File: config.mk
export PLATFORM = sky130hd
export DESIGN_NAME = cpu_run_ctrl
export DESIGN_NICKNAME = d
export VERILOG_FILES = /design/src/rtl/cpu_run_pkg.sv /design/src/rtl/step_debouncer.sv /design/src/rtl/cpu_run_ctrl.sv
export SDC_FILE = /design/constraint.sdc
export NUM_CORES = 1
export LEC_CHECK = 0
export CAP_MARGIN = 30
export CORE_ASPECT_RATIO = 1.25
export CORE_MARGIN = 4
export CORE_UTILIZATION = 50
export CTS_CLUSTER_SIZE = 24
export DETAILED_ROUTE_END_ITERATION = 12
export MAX_ROUTING_LAYER = met4
export PLACE_DENSITY_LB_ADDON = 0.2
export SYNTH_ARGS = -nofsm -noshare
export SYNTH_HDL_FRONTEND = slang
export SYNTH_HIERARCHICAL = 1
export SYNTH_SLANG_ARGS = --single-unit
File: constraint.sdc
create_clock -name clk -period 2.1 [get_ports clk]
set_input_delay 0.42 -clock clk [delete_from_list [all_inputs] [get_ports clk]]
set_output_delay 0.42 -clock clk [all_outputs]
set_load 0.02 [all_outputs]
File: src/rtl/cpu_run_pkg.sv
// rtl/cpu_run_pkg.sv - shared state encoding and default timing constants for cpu_run_ctrl
package cpu_run_pkg;

  typedef enum logic [1:0] {
    RC_HALT  = 2'd0,
    RC_RUN   = 2'd1,
    RC_STEP  = 2'd2,
    RC_BREAK = 2'd3
  } run_state_t;

  localparam int RC_TICK_DIV = 25_000_000;
  localparam int RC_DEBOUNCE = 500_000;

endpackage

File: src/rtl/step_debouncer.sv
// rtl/step_debouncer.sv - synchronizes and debounces the step push-button, emits one pulse per press
module step_debouncer
  import cpu_run_pkg::*;
#(
  parameter int DEBOUNCE_CYCLES = RC_DEBOUNCE
) (
  input  logic clk,
  input  logic reset,
  input  logic btn_raw,
  output logic btn_level,
  output logic btn_pulse
);

  localparam int CW = $clog2(DEBOUNCE_CYCLES + 1);
  localparam logic [CW-1:0] CNT_LAST = CW'(DEBOUNCE_CYCLES - 1);

  logic          sync1_q, sync2_q;
  logic          level_q, level_d;
  logic          pulse_q, pulse_d;
  logic [CW-1:0] cnt_q, cnt_d;

  // The counter runs only while the synchronized input disagrees with the accepted level.
  always_comb begin
    cnt_d   = '0;
    level_d = level_q;
    pulse_d = 1'b0;
    if (sync2_q != level_q) begin
      if (cnt_q == CNT_LAST) begin
        level_d = sync2_q;
        pulse_d = sync2_q;
      end else begin
        cnt_d = cnt_q + 1'b1;
      end
    end
  end

  always_ff @(posedge clk) begin
    if (reset) begin
      sync1_q <= 1'b0;
      sync2_q <= 1'b0;
      level_q <= 1'b0;
      pulse_q <= 1'b0;
      cnt_q   <= '0;
    end else begin
      sync1_q <= btn_raw;
      sync2_q <= sync1_q;
      level_q <= level_d;
      pulse_q <= pulse_d;
      cnt_q   <= cnt_d;
    end
  end

  assign btn_level = level_q;
  assign btn_pulse = pulse_q;

endmodule

File: src/rtl/cpu_run_ctrl.sv
// rtl/cpu_run_ctrl.sv - run/step/breakpoint controller producing the core clock-enable
module cpu_run_ctrl
  import cpu_run_pkg::*;
#(
  parameter int TICK_DIV        = RC_TICK_DIV,
  parameter int DEBOUNCE_CYCLES = RC_DEBOUNCE,
  parameter int ADDR_W          = 32
) (
  input  logic              clk,
  input  logic              reset,
  input  logic              run_sw,
  input  logic              step_btn,
  input  logic              bp_en,
  input  logic [ADDR_W-1:0] bp_addr,
  input  logic [ADDR_W-1:0] pc,
  output logic              cpu_en,
  output logic              halted,
  output logic [1:0]        state,
  output logic [31:0]       instr_count
);

  localparam int PW = $clog2(TICK_DIV);
  localparam logic [PW-1:0] PRESC_LAST = PW'(TICK_DIV - 1);

  run_state_t    state_q, state_d;
  logic [PW-1:0] presc_q, presc_d;
  logic          skip_q, skip_d;
  logic          en_q, en_d;
  logic          halted_q;
  logic [31:0]   count_q;
  logic          step_level, step_pulse, step_go, bp_hit;

  step_debouncer #(
    .DEBOUNCE_CYCLES(DEBOUNCE_CYCLES)
  ) u_step_debouncer (
    .clk      (clk),
    .reset    (reset),
    .btn_raw  (step_btn),
    .btn_level(step_level),
    .btn_pulse(step_pulse)
  );

  assign step_go = step_pulse & step_level;
  assign bp_hit  = bp_en && (pc == bp_addr);

  // en_d is raised on the transition so that cpu_en is high while the new state is current.
  always_comb begin
    state_d = state_q;
    presc_d = presc_q;
    skip_d  = skip_q;
    en_d    = 1'b0;
    unique case (state_q)
      RC_HALT: begin
        if (run_sw) begin
          state_d = RC_RUN;
          presc_d = '0;
          skip_d  = 1'b1;
        end else if (step_go) begin
          state_d = RC_STEP;
          en_d    = 1'b1;
        end
      end
      RC_STEP: state_d = RC_HALT;
      RC_RUN: begin
        if (!run_sw) begin
          state_d = RC_HALT;
          presc_d = '0;
        end else if (presc_q == PRESC_LAST) begin
          presc_d = '0;
          if (bp_hit && !skip_q) begin
            state_d = RC_BREAK;
          end else begin
            en_d   = 1'b1;
            skip_d = 1'b0;
          end
        end else begin
          presc_d = presc_q + 1'b1;
        end
      end
      RC_BREAK: begin
        if (!run_sw) begin
          state_d = RC_HALT;
        end else if (step_go) begin
          state_d = RC_STEP;
          en_d    = 1'b1;
        end
      end
      default: state_d = RC_HALT;
    endcase
  end

  always_ff @(posedge clk) begin
    if (reset) begin
      state_q  <= RC_HALT;
      presc_q  <= '0;
      skip_q   <= 1'b0;
      en_q     <= 1'b0;
      halted_q <= 1'b1;
      count_q  <= '0;
    end else begin
      state_q  <= state_d;
      presc_q  <= presc_d;
      skip_q   <= skip_d;
      en_q     <= en_d;
      halted_q <= (state_d == RC_HALT) || (state_d == RC_BREAK);
      count_q  <= count_q + 32'(en_q);
    end
  end

  assign cpu_en      = en_q;
  assign halted      = halted_q;
  assign state       = state_q;
  assign instr_count = count_q;

endmodule
==> out/qor.yml, run 1 <==
floorplan:
  core_area_um2: 8750
  rows: 38
  io_pins: 105
  start_util: 0.516
  die_area_um2: 10600
  fp.dieH_um: 114
  die_w_um: 93.0
routing:
  avgViaCountPerCell: 5.37
  dr.pass1.iters: 4
  drt_iter0_drc: 204
  wl_per_cell_um: 14.3
  num_vias: 4114
  drc: 0
  drtAntennaViolNets: 0
  wirelength_mm: 11.0
setup_path:
  critical_path.slowest_cell: "clkdlybuf4s50_1"
  cp_cell_sequence: "clkdlybuf4s50_1"
  cp_data_required_time_ps: 1680
  crit_type: "reg -> out"
  cp-end-kind: "output pin"
  critPathBufInv: 1
  cpPeakStageDelay_ps: 710
  cp-endpoint: "state[0]"
  regToRegSetupSlack_ps: 120
  critical_path.reg2reg.endpoint: "instr_count[30]"
  crit_fanout: 11
  crit_start: "state[0]"
  path_depth: 1
  critical_path.startpoint_type: "flop"
  r2r_cells: 6
  crit_arrival_ps: 1580
  reg2reg_from: "cpu_en"
  path_delay_family: "buffers and inverters"
timing:
  fin_crit_sh: 0.952
  hold_violations: 0
  clock_skew_ps: 13.8
  whs_ps: 452
  rsz0062_at_grt: "no"
  drv_slew: 0
  setup_violations: 0
  fmax_mhz: 500
  tns_ps: 0
  slew_headroom: 0.712
  worst_slew_pin_slew_ps: 427
  period_needed_ps: 2000
power_and_ir_drop:
  share_seq_of_total_power: 0.542
  p_clk_frac: 0.361
  combPwrFrac: 0.097
  switchingPower_w: 0.000737
  peakVddDrop_mv: 0.355
  power.share.switching: 0.246
  p_per_area_nw_per_um2: 503
  p_leak_nw: 1.95
  p_int_w: 0.00226
layout:
  drive_gt1_frac: 0.0977
  fillers: 787
  final_nets: 713
  final_cells: 766
  area_growth_pct: 32.0
clock_tree:
  cts_root_buf: "clkbuf_8"
  clock_latency_ps: 350
  cts_tree: "yes"
  cts_htree_levels: 3
  cts.clk_slew.worst_paths_ps: 90
  cts_hold_buf: 0
  cts_made_buffers: 9
  cts.path.max_buffers: 2
  post-cts-setup-buffers: 0
  clock_sinks: 85
  cts-resized-gates: 0
synth:
  syn_area_um2: 4520
  syn_inst: 524
  synth-seq-cells: 85
  yosysTopAreaCellShare: 0.377
  seq_area_frac_synth: 0.377
  ys.warnings.count: 6
  syn_area_per_cell_um2: 8.62
  synth_area_leaders: "dfxtp_1 38%, xnor2_1 15%, nor2_1 5.9%"
  synthDistinctLibCells: 60
  synth_area_leader_cell: "dfxtp_1"
  syn_nets: 597
global_routing:
  grt_pass1_vias: 4037
  grt.total_usage: 0.217
  grt-ovfl-total: 0
  grt_pass1_wl_mm: 18.4
  grt_max_degree: 29
  antenna_found_initial: 1
placement:
  dp_hpwl_mm: 8.72
  port_buffers: 104
  dpl.cell_count: 749
  place.gp.congestion: 0.893
min_path:
  hp-class: "reg -> reg"
flow_run:
  cap_violations: 0
run_status:
  status: "finished, final reports clean"
## through the flow
stage | total power, W | cell area (um^2) | utilization | setup slack, ps
6_report | 0.00300 | 5960 | 0.682 | 101
2_1_floorplan | 0.00178 | 4520 | - | 251
3_5_place_dp | 0.00196 | 5770 | 0.659 | 50.9
5_1_grt | 0.00313 | 5960 | 0.682 | 2.72
4_1_cts | 0.00304 | 5960 | 0.681 | 52.5
3_3_place_gp | 0.00195 | 5770 | 0.659 | 68.9
## how the worst min path moves through the flow
| stage | cells past startpoint | start | slack (ps) | to |
|---|---|---|---|---|
| after global routing | 2 | reset | 460 | u_step_debouncer/sync2_q |
| final | 1 | u_step_debouncer/sync1_q | 450 | u_step_debouncer/sync2_q |
| after detailed placement | 1 | u_step_debouncer/sync1_q | 450 | u_step_debouncer/sync2_q |
| after global placement | 1 | u_step_debouncer/sync1_q | 430 | u_step_debouncer/sync2_q |
| after CTS | 2 | reset | 450 | u_step_debouncer/sync1_q |
| after floorplan | 1 | u_step_debouncer/sync1_q | 410 | u_step_debouncer/sync2_q |
## state kept, by name, summed over array words and instances, names as in the netlist
| name | flops |
|---|---|
| u_step_debouncer/cnt_q | 19 |
| skip_q | 1 |
| presc_q | 25 |
| halted | 1 |
| u_step_debouncer/sync2_q | 1 |
| cpu_en | 1 |
| u_step_debouncer/sync1_q | 1 |
| instr_count | 32 |
| u_step_debouncer/btn_level | 1 |
| u_step_debouncer/btn_pulse | 1 |
| state | 2 |
## layout make-up
type	count	area (um^2)	area share
Multi-Input combinational cell	406	2670	0.447
Sequential cell	85	1700	0.286
Timing Repair Buffer	124	1200	0.201
Tap cell	120	150	0.0252
Clock buffer	9	124	0.0208
Clock inverter	7	65.1	0.0109
Inverter	14	52.6	0.00881
Antenna cell	1	2.50	0.000420
## power groups by stage
stage	registers, W	clock network, W	logic (W)
final	0.00163	0.00108	0.000291
after floorplan	0.00166	0	0.000113
after global placement	0.00166	0	0.000285
after global routing	0.00163	0.00119	0.000312
after CTS	0.00163	0.00112	0.000293
after detailed placement	0.00166	0	0.000292
## worst register-to-register path: stages, from the launching register on
cell     delay [ps]
dfxtp_1         360
ha_1            190
ha_1            290
and3_1          200
nand4_1         260
or4_1           480
a21oi_1         150
## kinds of logic (layout without fill, tap and decap cells)
family / count (synthesis) / in the layout / share of synthesized area
and+or+nand+nor: 267 / 267 / 0.338
other: 0 / 1 / 0
muxes: 4 / 4 / 0.00997
AOI/OAI and AO/OA: 43 / 43 / 0.0604
adders and majority gates: 4 / 4 / 0.0111
xor gates and xnor gates: 88 / 88 / 0.171
DFF: 85 / 85 / 0.377
buffers and inverters: 33 / 154 / 0.0335
## synth_stat cells, drive strengths merged
cell type	instances
dfxtp	85
xnor2	77
nor2	71
nand3	33
nand4	28
nand2	27
nor3	22
nor4	21
a21oi	20
and3	14
inv	14
and4	12
xor2	11
buf	10
clkbuf	9
nor2b	9
o21ai	8
nor4b	6
or3	5
and2	4
ha	4
mux2	4
and3b	3
nand4b	3
or4	3
a211oi	2
a221o	2
o21bai	2
or2	2
a22oi	1
a311oi	1
a31oi	1
and4b	1
nand2b	1
nand3b	1
nor3b	1
o211ai	1
o21a	1
o21ba	1
o22ai	1
o31ai	1
o32a	1
## layer usage
layer,vias up,global-route usage,part of all wire
met5,-,-,0
met4,0,0.0694,0.012
met3,14,0.0263,0.027
met2,63,0.394,0.54
met1,1945,0.248,0.42
li1,2092,-,-
## placed cells by master, fill, tap and decap left out, types with 14 or more instances in the layout
cell and count:
buf_4 19, nand2_1 25, a21oi_1 19, inv_1 14, clkdlybuf4s50_1 103, xnor2_1 77, nor3_1 22, dfxtp_1 84
nor4_1 19, nand4_1 25, nand3_1 32, nor2_1 71
(Power assumes the default switching activity.)
==> run 2: changes to the inputs <==
- CORE_UTILIZATION: 50 -> 52
- CTS_BUF_LIST: unset -> sky130_fd_sc_hd__clkbuf_8
- RECOVER_POWER: unset -> 50
==> out/qor.yml, run 2 (synthesized netlist as in run 1, its figures left out) <==
setup_path:
  critical_path.startpoint_type: "flop"  # unchanged
  cp_data_required_time_ps: 1680  # about the same
  crit_type: "reg -> out"  # unchanged
  r2r_cells: 6  # unchanged
  cp-end-kind: "output pin"  # unchanged
  cp_cell_sequence: "buf_4 -> clkdlybuf4s50_1"  # was clkdlybuf4s50_1
  critical_path.slowest_cell: "clkdlybuf4s50_1"  # unchanged
  cpPeakStageDelay_ps: 600  # was 710 ps
  crit_fanout: 5  # was 11
  crit_arrival_ps: 1540  # was 1580 ps
layout:
  final_common_cell: "clkdlybuf4s50_1"  # unchanged
  final_nets: 713  # unchanged
  final_cells: 742  # was 766
  fillers: 671  # was 787
  multi_input_area_um2: 2640  # was 2670 um^2
  drive_gt1_frac: 0.0899  # was 0.0977
  largest_reg_flops: 32  # unchanged
  antennaDiodeCount: 0  # was 1
  area_growth_pct: 30.4  # was 32.0%
  post-route-util: 0.707  # was 0.682
  final_cell_mix: "90 x clkdlybuf4s50_1, 83 x dfxtp_1, 77 x xnor2_1"  # was 103 x clkdlybuf4s50_1, 84 x dfxtp_1, 77 x xnor2_1
  register_area_um2: 1700  # about the same
routing:
  drt_iter0_drc: 191  # was 204
  wirelength_mm: 11.1  # was 11.0 mm
  wl_per_cell_um: 14.9  # was 14.3 um
  num_vias: 4192  # was 4,114
  drc: 0  # unchanged
  avgViaCountPerCell: 5.65  # was 5.37
  drtAntennaViolNets: 0  # unchanged
  dr.pass1.iters: 4  # unchanged
min_path:
  whs_path_depth: 1  # unchanged
  hp-class: "reg -> reg"  # unchanged
clock_tree:
  cts.path.max_buffers: 2  # unchanged
  cts_tree: "yes"  # unchanged
  cts_root_buf: "clkbuf_8"  # unchanged
  cts.clk_slew.worst_paths_ps: 90  # about the same
  cts_made_buffers: 9  # unchanged
  clock_latency_ps: 370  # was 350 ps
  cts_htree_levels: 3  # unchanged
  cts_hold_buf: 0  # unchanged
  clock_sinks: 85  # unchanged
timing:
  setup_violations: 0  # unchanged
  period_needed_ps: 1960  # was 2000 ps
  slew_headroom: 0.521  # was 0.712
  drv_slew: 0  # unchanged
  worst_slew_pin_slew_ps: 719  # was 427 ps
  tns_ps: 0  # unchanged
  hold_violations: 0  # unchanged
  clock_skew_ps: 13.9  # was 13.8 ps
  fin_crit_sh: 0.935  # was 0.952
  fmax_mhz: 509  # was 500 MHz
  rsz0062_at_grt: "no"  # unchanged
placement:
  place.gp.congestion: 0.893  # about the same
  dp_hpwl_mm: 8.67  # was 8.72 mm
  dpl.cell_count: 726  # was 749
  port_buffers: 104  # unchanged
global_routing:
  grt-ovfl-total: 0  # unchanged
  grt_pass1_wl_mm: 19.0  # was 18.4 mm
  grt_pass1_vias: 4171  # was 4,037
  grt.total_usage: 0.230  # was 0.217
  grt_max_degree: 19  # was 29
  antenna_found_initial: 0  # was 1
floorplan:
  core_area_um2: 8330  # was 8750 um^2
  start_util: 0.542  # was 0.516
  die_area_um2: 10300  # was 10,600 um^2
  die_w_um: 91.4  # was 93.0 um
  io_pins: 105  # unchanged
  rows: 37  # was 38
  fp.dieH_um: 112  # was 114 um
flow_run:
  cap_violations: 0  # unchanged
power_and_ir_drop:
  p_per_area_nw_per_um2: 534  # was 503 nW/um^2
  peakVddDrop_mv: 0.463  # was 0.355 mV
  p_leak_nw: 1.95  # about the same
run_status:
  status: "finished, final reports clean"  # unchanged
[run 2: cell count changes in the layout (fill, tap and decap cells not counted), sizes merged]
cell           change
bufinv             +1
clkinv             -1
buf                -7
diode              -1
dlygate4sd3       +13
clkinvlp           -1
inv                +1
clkbuf             +7
clkdlybuf4s50     -13
[run 2: worst paths after layout]
path | from | end | slack (ps)
min reg2reg | u_step_debouncer/sync1_q | u_step_debouncer/sync2_q | 460
max reg2reg | cpu_en | instr_count[30] | 140
max | instr_count[2] | instr_count[2] | 140
min | u_step_debouncer/sync1_q | u_step_debouncer/sync2_q | 460
[run 2: metrics by stage]
stage                     worst slack, ps  hold WS (ps)  area [um^2]  power, W
after floorplan                       251           414         4520   0.00178
after global routing                 16.9           469         5890   0.00328
after detailed placement             52.9           441         5730   0.00195
after CTS                            45.9           396         5940   0.00318
final                                 136           459         5890   0.00315
after global placement               61.9           432         5730   0.00194
[run 2: worst max-delay path, delay by kind of cell, from the launching register on]
| kind | cells | cell delay [ps] |
|---|---|---|
| buffers and inverters | 2 | 760 |
| DFF | 1 | 420 |
[run 2: repair_timing]
action / in CTS / in global routing
buffers inserted: 0 / 0
resized for setup: 0 / 3
endpoints found under the setup margin: 0 / 3
[run 2: per-layer routing]
layer / up-vias / GRT usage / share of wire
li1: 2081 / - / -
met1: 1970 / 0.256 / 0.40
met2: 111 / 0.405 / 0.53
met3: 30 / 0.0375 / 0.041
met4: 0 / 0.0966 / 0.028
met5: - / - / 0
[run 2: where the power goes]
part | total (W) | switching, W | internal (W)
clock | 0.00124 | 0.000655 | 0.000581
sequential | 0.00163 | 0.00000774 | 0.00162
combinational | 0.000283 | 0.000105 | 0.000178
[run 2: cell type report]
class                      count  share of cell area
timing repair buffer         124               0.198
sequential                    85               0.289
multi-input combinational    406               0.447
inverter                      14             0.00892
tap                           97              0.0206
clock inverter                 7              0.0149
clock buffer                   9              0.0210
==> run 3: changes to the inputs <==
- TNS_END_PERCENT: unset -> 1
==> results of run 3 <==
No change in the layout: final DEF, timing and power equal those of run 2.
